==> src/rtl/thread_fetch_unit_pkg.sv <==
// Shared fetch-pipeline definitions.
// Holds the PC stride, the default address and thread-index widths, and the
// thread-index type. The fetch unit and the fetch/decode registers use them
// so all pipeline stages agree on these widths.
package thread_fetch_unit_pkg;

    localparam int unsigned PC_STRIDE             = 4;
    localparam int unsigned DEF_ADDR_WIDTH        = 32;
    localparam int unsigned DEF_THREAD_INDEX_BITS = 3;

    typedef logic [DEF_THREAD_INDEX_BITS-1:0] thread_idx_t;

endpackage

==> src/rtl/thread_fetch_unit_arbiter.sv <==
// rr_thread_arbiter: combinational round-robin thread picker.
// Ports:
//   request     in  NUM_THREADS        eligible-thread mask
//   last_grant  in  THREAD_INDEX_BITS  thread granted most recently
//   grant       out THREAD_INDEX_BITS  first requesting thread after last_grant
//   grant_valid out 1                  at least one thread is requesting
module rr_thread_arbiter
    import thread_fetch_unit_pkg::*;
#(
    parameter int THREAD_INDEX_BITS = DEF_THREAD_INDEX_BITS
) (
    input  logic [(2**THREAD_INDEX_BITS)-1:0] request,
    input  logic [THREAD_INDEX_BITS-1:0]      last_grant,
    output logic [THREAD_INDEX_BITS-1:0]      grant,
    output logic                              grant_valid
);

    localparam int NUM_THREADS = 2**THREAD_INDEX_BITS;

    // Scan offsets from farthest to nearest so the nearest requester after
    // last_grant is the one left standing. The index add wraps naturally
    // because NUM_THREADS is a power of two; offset NUM_THREADS lands back on
    // last_grant itself, which therefore has the lowest priority.
    always_comb begin
        logic [THREAD_INDEX_BITS-1:0] w_cand;
        w_cand      = '0;
        grant       = '0;
        grant_valid = 1'b0;
        for (int off = NUM_THREADS; off >= 1; off--) begin
            w_cand = last_grant + THREAD_INDEX_BITS'(off);
            if (request[w_cand]) begin
                grant       = w_cand;
                grant_valid = 1'b1;
            end
        end
    end

endmodule

==> src/rtl/thread_fetch_unit.sv <==
// thread_fetch_unit: per-thread PC store and round-robin fetch issue.
// Each unstalled cycle, one enabled thread is issued. Its PC goes out
// registered, and then the PC steps by PC_STRIDE. A redirect overwrites one
// thread's PC and takes priority over that step.
// Ports:
//   clk               in  1                  clock
//   reset             in  1                  synchronous, active-high
//   stall             in  1                  freeze issue and PC advance
//   thread_enable     in  NUM_THREADS        per-thread run mask
//   redirect_valid    in  1                  branch/jump writeback strobe
//   redirect_thread   in  THREAD_INDEX_BITS  thread being redirected
//   redirect_pc       in  ADDR_WIDTH         new PC for redirect_thread
//   out_fetch_valid   out 1                  out_pc/out_thread_index are live
//   out_pc            out ADDR_WIDTH         instruction-memory address
//   out_thread_index  out THREAD_INDEX_BITS  owner of out_pc
module thread_fetch_unit
    import thread_fetch_unit_pkg::*;
#(
    parameter int                    ADDR_WIDTH        = DEF_ADDR_WIDTH,
    parameter int                    THREAD_INDEX_BITS = DEF_THREAD_INDEX_BITS,
    parameter logic [ADDR_WIDTH-1:0] RESET_PC          = '0
) (
    input  logic                              clk,
    input  logic                              reset,
    input  logic                              stall,
    input  logic [(2**THREAD_INDEX_BITS)-1:0] thread_enable,
    input  logic                              redirect_valid,
    input  logic [THREAD_INDEX_BITS-1:0]      redirect_thread,
    input  logic [ADDR_WIDTH-1:0]             redirect_pc,
    output logic                              out_fetch_valid,
    output logic [ADDR_WIDTH-1:0]             out_pc,
    output logic [THREAD_INDEX_BITS-1:0]      out_thread_index
);

    localparam int NUM_THREADS = 2**THREAD_INDEX_BITS;

    logic [NUM_THREADS-1:0][ADDR_WIDTH-1:0] r_pc;
    logic [THREAD_INDEX_BITS-1:0]           r_last_issued;
    logic                                   r_out_valid;
    logic [ADDR_WIDTH-1:0]                  r_out_pc;
    logic [THREAD_INDEX_BITS-1:0]           r_out_thread;

    logic [THREAD_INDEX_BITS-1:0]           w_grant;
    logic                                   w_grant_valid;

    rr_thread_arbiter #(
        .THREAD_INDEX_BITS (THREAD_INDEX_BITS)
    ) u_arbiter (
        .request     (thread_enable),
        .last_grant  (r_last_issued),
        .grant       (w_grant),
        .grant_valid (w_grant_valid)
    );

    always_ff @(posedge clk) begin
        if (reset) begin
            for (int t = 0; t < NUM_THREADS; t++) begin
                r_pc[t] <= RESET_PC;
            end
            // Start "after" the top thread so the first issue is thread 0.
            r_last_issued <= THREAD_INDEX_BITS'(NUM_THREADS - 1);
            r_out_valid   <= 1'b0;
            r_out_pc      <= '0;
            r_out_thread  <= '0;
        end else begin
            if (!stall) begin
                if (w_grant_valid) begin
                    r_out_valid      <= 1'b1;
                    r_out_pc         <= r_pc[w_grant];
                    r_out_thread     <= w_grant;
                    r_pc[w_grant]    <= r_pc[w_grant] + ADDR_WIDTH'(PC_STRIDE);
                    r_last_issued    <= w_grant;
                end else begin
                    r_out_valid <= 1'b0;
                end
            end
            // Placed after the increment so a redirect to the thread just
            // issued wins; it also applies while stalled.
            if (redirect_valid) begin
                r_pc[redirect_thread] <= redirect_pc;
            end
        end
    end

    assign out_fetch_valid  = r_out_valid;
    assign out_pc           = r_out_pc;
    assign out_thread_index = r_out_thread;

endmodule

==> config.mk <==
export PLATFORM = sky130hd
export DESIGN_NAME = thread_fetch_unit
export DESIGN_NICKNAME = d
export VERILOG_FILES = /design/src/rtl/thread_fetch_unit_pkg.sv /design/src/rtl/thread_fetch_unit_arbiter.sv /design/src/rtl/thread_fetch_unit.sv
export SDC_FILE = /design/constraint.sdc
export NUM_CORES = 1
export LEC_CHECK = 0
export BUFFER_PORTS_ARGS = -buffer_cell sky130_fd_sc_hd__buf_2
export CAP_MARGIN = 20
export CORE_ASPECT_RATIO = 0.8
export CORE_MARGIN = 2
export CORE_UTILIZATION = 46
export CTS_BUF_LIST = sky130_fd_sc_hd__clkbuf_8
export CTS_CLUSTER_DIAMETER = 100
export DETAILED_ROUTE_END_ITERATION = 10
export HOLD_SLACK_MARGIN = 0.12
export PLACE_DENSITY = 0.67
export SYNTH_ARGS = -nofsm -noshare
export SYNTH_HDL_FRONTEND = slang
export SYNTH_SLANG_ARGS = --single-unit
==> constraint.sdc <==
create_clock -name clk -period 8.3 [get_ports clk]
set_input_delay 1.245 -clock clk [delete_from_list [all_inputs] [get_ports clk]]
set_output_delay 1.245 -clock clk [all_outputs]
set_load 0.02 [all_outputs]
==> reports/summary.txt <==
Main synth FF type = dfxtp_1
CTS tree = built
kind of critical path = flip-flop to flip-flop
Avg Vias per Cell = 6.80
Worst Max-Slew Pin Slew = 1.21 ns
H-tree depth = 2
Crit. End Element = flip-flop
Syn-to-layout area delta = 9.77%
Tmin final = 7.65 ns
fin crit share = 92.1%
initial antenna violation count = 5
f_max = 0.131 GHz
Die W = 223 µm
final setup fails = 0
count leader, synth = nor2_1
CP arrival = 8.09 ns
Initial Util = 46.3%
# IOs = 83
# resized after CTS = 0
fill cell count = 3,662
area of the mapped netlist = 17,600 µm²
Synth Instances = 2,272
largest net degree at the start of global routing = 167
final WL = 71,800 µm
CP peak stage delay = 0.86 ns
row cnt = 64
async set or reset register ratio after synthesis = 0%
vias in the first global route = 17,200
Clk pin slew, worst setup/hold paths = 0.07 ns
area of the multi-input gates = 10,800 µm²
Worst Setup Start Kind = flip-flop
max-slew violation count = 0
worst r2r src = r_last_issued[0]
post-synthesis cell type count = 89
Slowest-stage cell, CP = nor2_2
CORE AREA = 38,000 µm²
root buffer cell = clkbuf_8
critical-path cell list = inv_2, ha_1, mux4_2, mux2i_1, nor2_1, a211o_1, nor2_2, a2111oi_0, a211o_1, or4_4, nor4_2, nand4_1, xnor2_1, a2111oi_0
top-area cell type share of the netlist area = 33.6%
antenna-violating nets left = 0
DR vias = 19,000
aggregate negative setup slack = 0 ns
Max-Cap Viols = 0
CP max FO = 17
first-pass GRT wire length = 106,000 µm
Synth area leaders = dfxtp_1 (34%), mux2i_1 (7.1%), nor2_1 (6.8%), nand2_1 (6.6%), a211oi_1 (6.3%)
skew final = 0.0307 ns
fin nets = 2,301
synthesis-stage register bit count = 295
Final Util = 50.9%
Port Buffer Count = 82
Slew headroom = 19.0%
Post-CTS Setup Bufs = 0
GR Overflow Total = 0
status = finished clean
worst min-delay path category = flip-flop to flip-flop
hold slack = 0.450 ns
die height = 179 µm
Synth warnings = 0
Non-Filler Instances = 2,789
CTS buffer count = 50
RSZ-0062 raised after global routing = no
die area = 39,800 µm²
Tot GR Track Use = 34.8%
Mapped Avg Cell Area = 7.74 µm²
Post-synth EDFFs = 0
Pre-antenna DRT Iters = 7
worst setup path end = r_pc[95]
layout cells sized above 1 = 14.2%
CP startpoint = r_last_issued[0]
Hold-fix buffers, CTS = 0
initial DRC count = 3,146
clock buffer depth = 3
top cells by count, synth = nor2_1 (320), nand2_1 (310), dfxtp_1 (295), a21oi_1 (164), clkbuf_1 (150)
gpl congestion = 0.968
register area share after synthesis = 33.6%
Final Hold Fails = 0
R2R Path End = r_pc[95]
Cells after DPL = 2,693
Clock Latency Late Sink = 0.63 ns
Sink Count = 295
routed len/inst = 25.7 µm
post-DP HPWL = 44,400 µm
r2r setup slk = 0.65 ns
register area = 5910 µm²
Worst Reg-to-Reg Cells = 14
DR DRC count = 0
Crit path required time = 8.74 ns
area leader, netlist = dfxtp_1
Mapped Nets = 2,322
[stage by stage]
stage,worst slack (ns),instance area [µm²]
after floorplan,2.68,17600
final,0.653,19300
after CTS,0.796,19300
after global routing,0.252,19300
after detailed placement,0.784,18300
after global placement,1.10,18300
[cell usage in the layout (no fill, tap or decap), types with 48 or more instances in the layout]
master / Yosys / final
nand2_1: 310 / 310
nand3_1: 114 / 110
nor2_1: 320 / 308
mux2i_1: 125 / 125
dfxtp_1: 295 / 294
clkbuf_8: 0 / 64
o21ai_0: 49 / 49
a31oi_1: 48 / 48
buf_2: 17 / 81
a211oi_1: 148 / 148
nor3_1: 59 / 54
buf_4: 4 / 65
a21oi_1: 164 / 162
o22ai_1: 55 / 55
[final cells by class]
type | instances | area share (%)
Sequential cell | 295 | 30.6
Clock buffer | 63 | 4.49
Tap cell | 495 | 3.21
Multi-Input combinational cell | 1738 | 55.7
Inverter | 19 | 0.369
Antenna cell | 4 | 0.0518
Timing Repair Buffer | 147 | 4.70
Clock inverter | 28 | 0.907
[critical path: cells and delay by family, from the launching register on]
family	cells	cell delay, ns
AO/OA/AOI/OAI	4	1.08
flip-flops	1	0.61
multiplexers	2	1.44
AND/OR/NAND/NOR	5	2.75
buffers and inverters	1	0.27
XOR/XNOR	1	0.53
adder cells (fa/ha/maj)	1	0.76
[registers in the layout (all words and copies together) (netlist names)]
signal            flops
out_thread_index      3
out_fetch_valid       1
r_last_issued         3
r_pc                256
out_pc               32
[metal layers]
layer | global-route usage [%] | wire [µm]
met5 | 0 | 0
met4 | 14.3 | 3010
met3 | 10.0 | 10300
met2 | 50.4 | 29500
met1 | 48.2 | 29100
[worst min-delay path by stage]
| stage | depth (start not counted) | endpoint | slack [ns] | start |
|---|---|---|---|---|
| 3_5_place_dp | 2 | out_pc[7] | 0.44 | out_pc[7] |
| 6_report | 2 | out_pc[7] | 0.45 | out_pc[7] |
| 3_3_place_gp | 2 | out_thread_index[0] | 0.44 | out_thread_index[0] |
| 5_1_grt | 2 | out_pc[7] | 0.47 | out_pc[7] |
| 2_1_floorplan | 2 | r_pc[0] | 0.43 | r_pc[0] |
| 4_1_cts | 2 | out_pc[7] | 0.45 | out_pc[7] |
[kinds of logic after synthesis]
logic type	count (synthesis)	synth area share, %
buffers and inverters	239	5.91
XOR/XNOR	15	0.790
AND/OR/NAND/NOR	922	23.5
AO/OA/AOI/OAI	636	25.1
multiplexers	162	10.8
flip-flops	295	33.6
adder cells (fa/ha/maj)	3	0.213
Power is left out: the tool's default activity adds up to more than one toggle a clock period on the data nets, which glitch-free logic cannot reach.
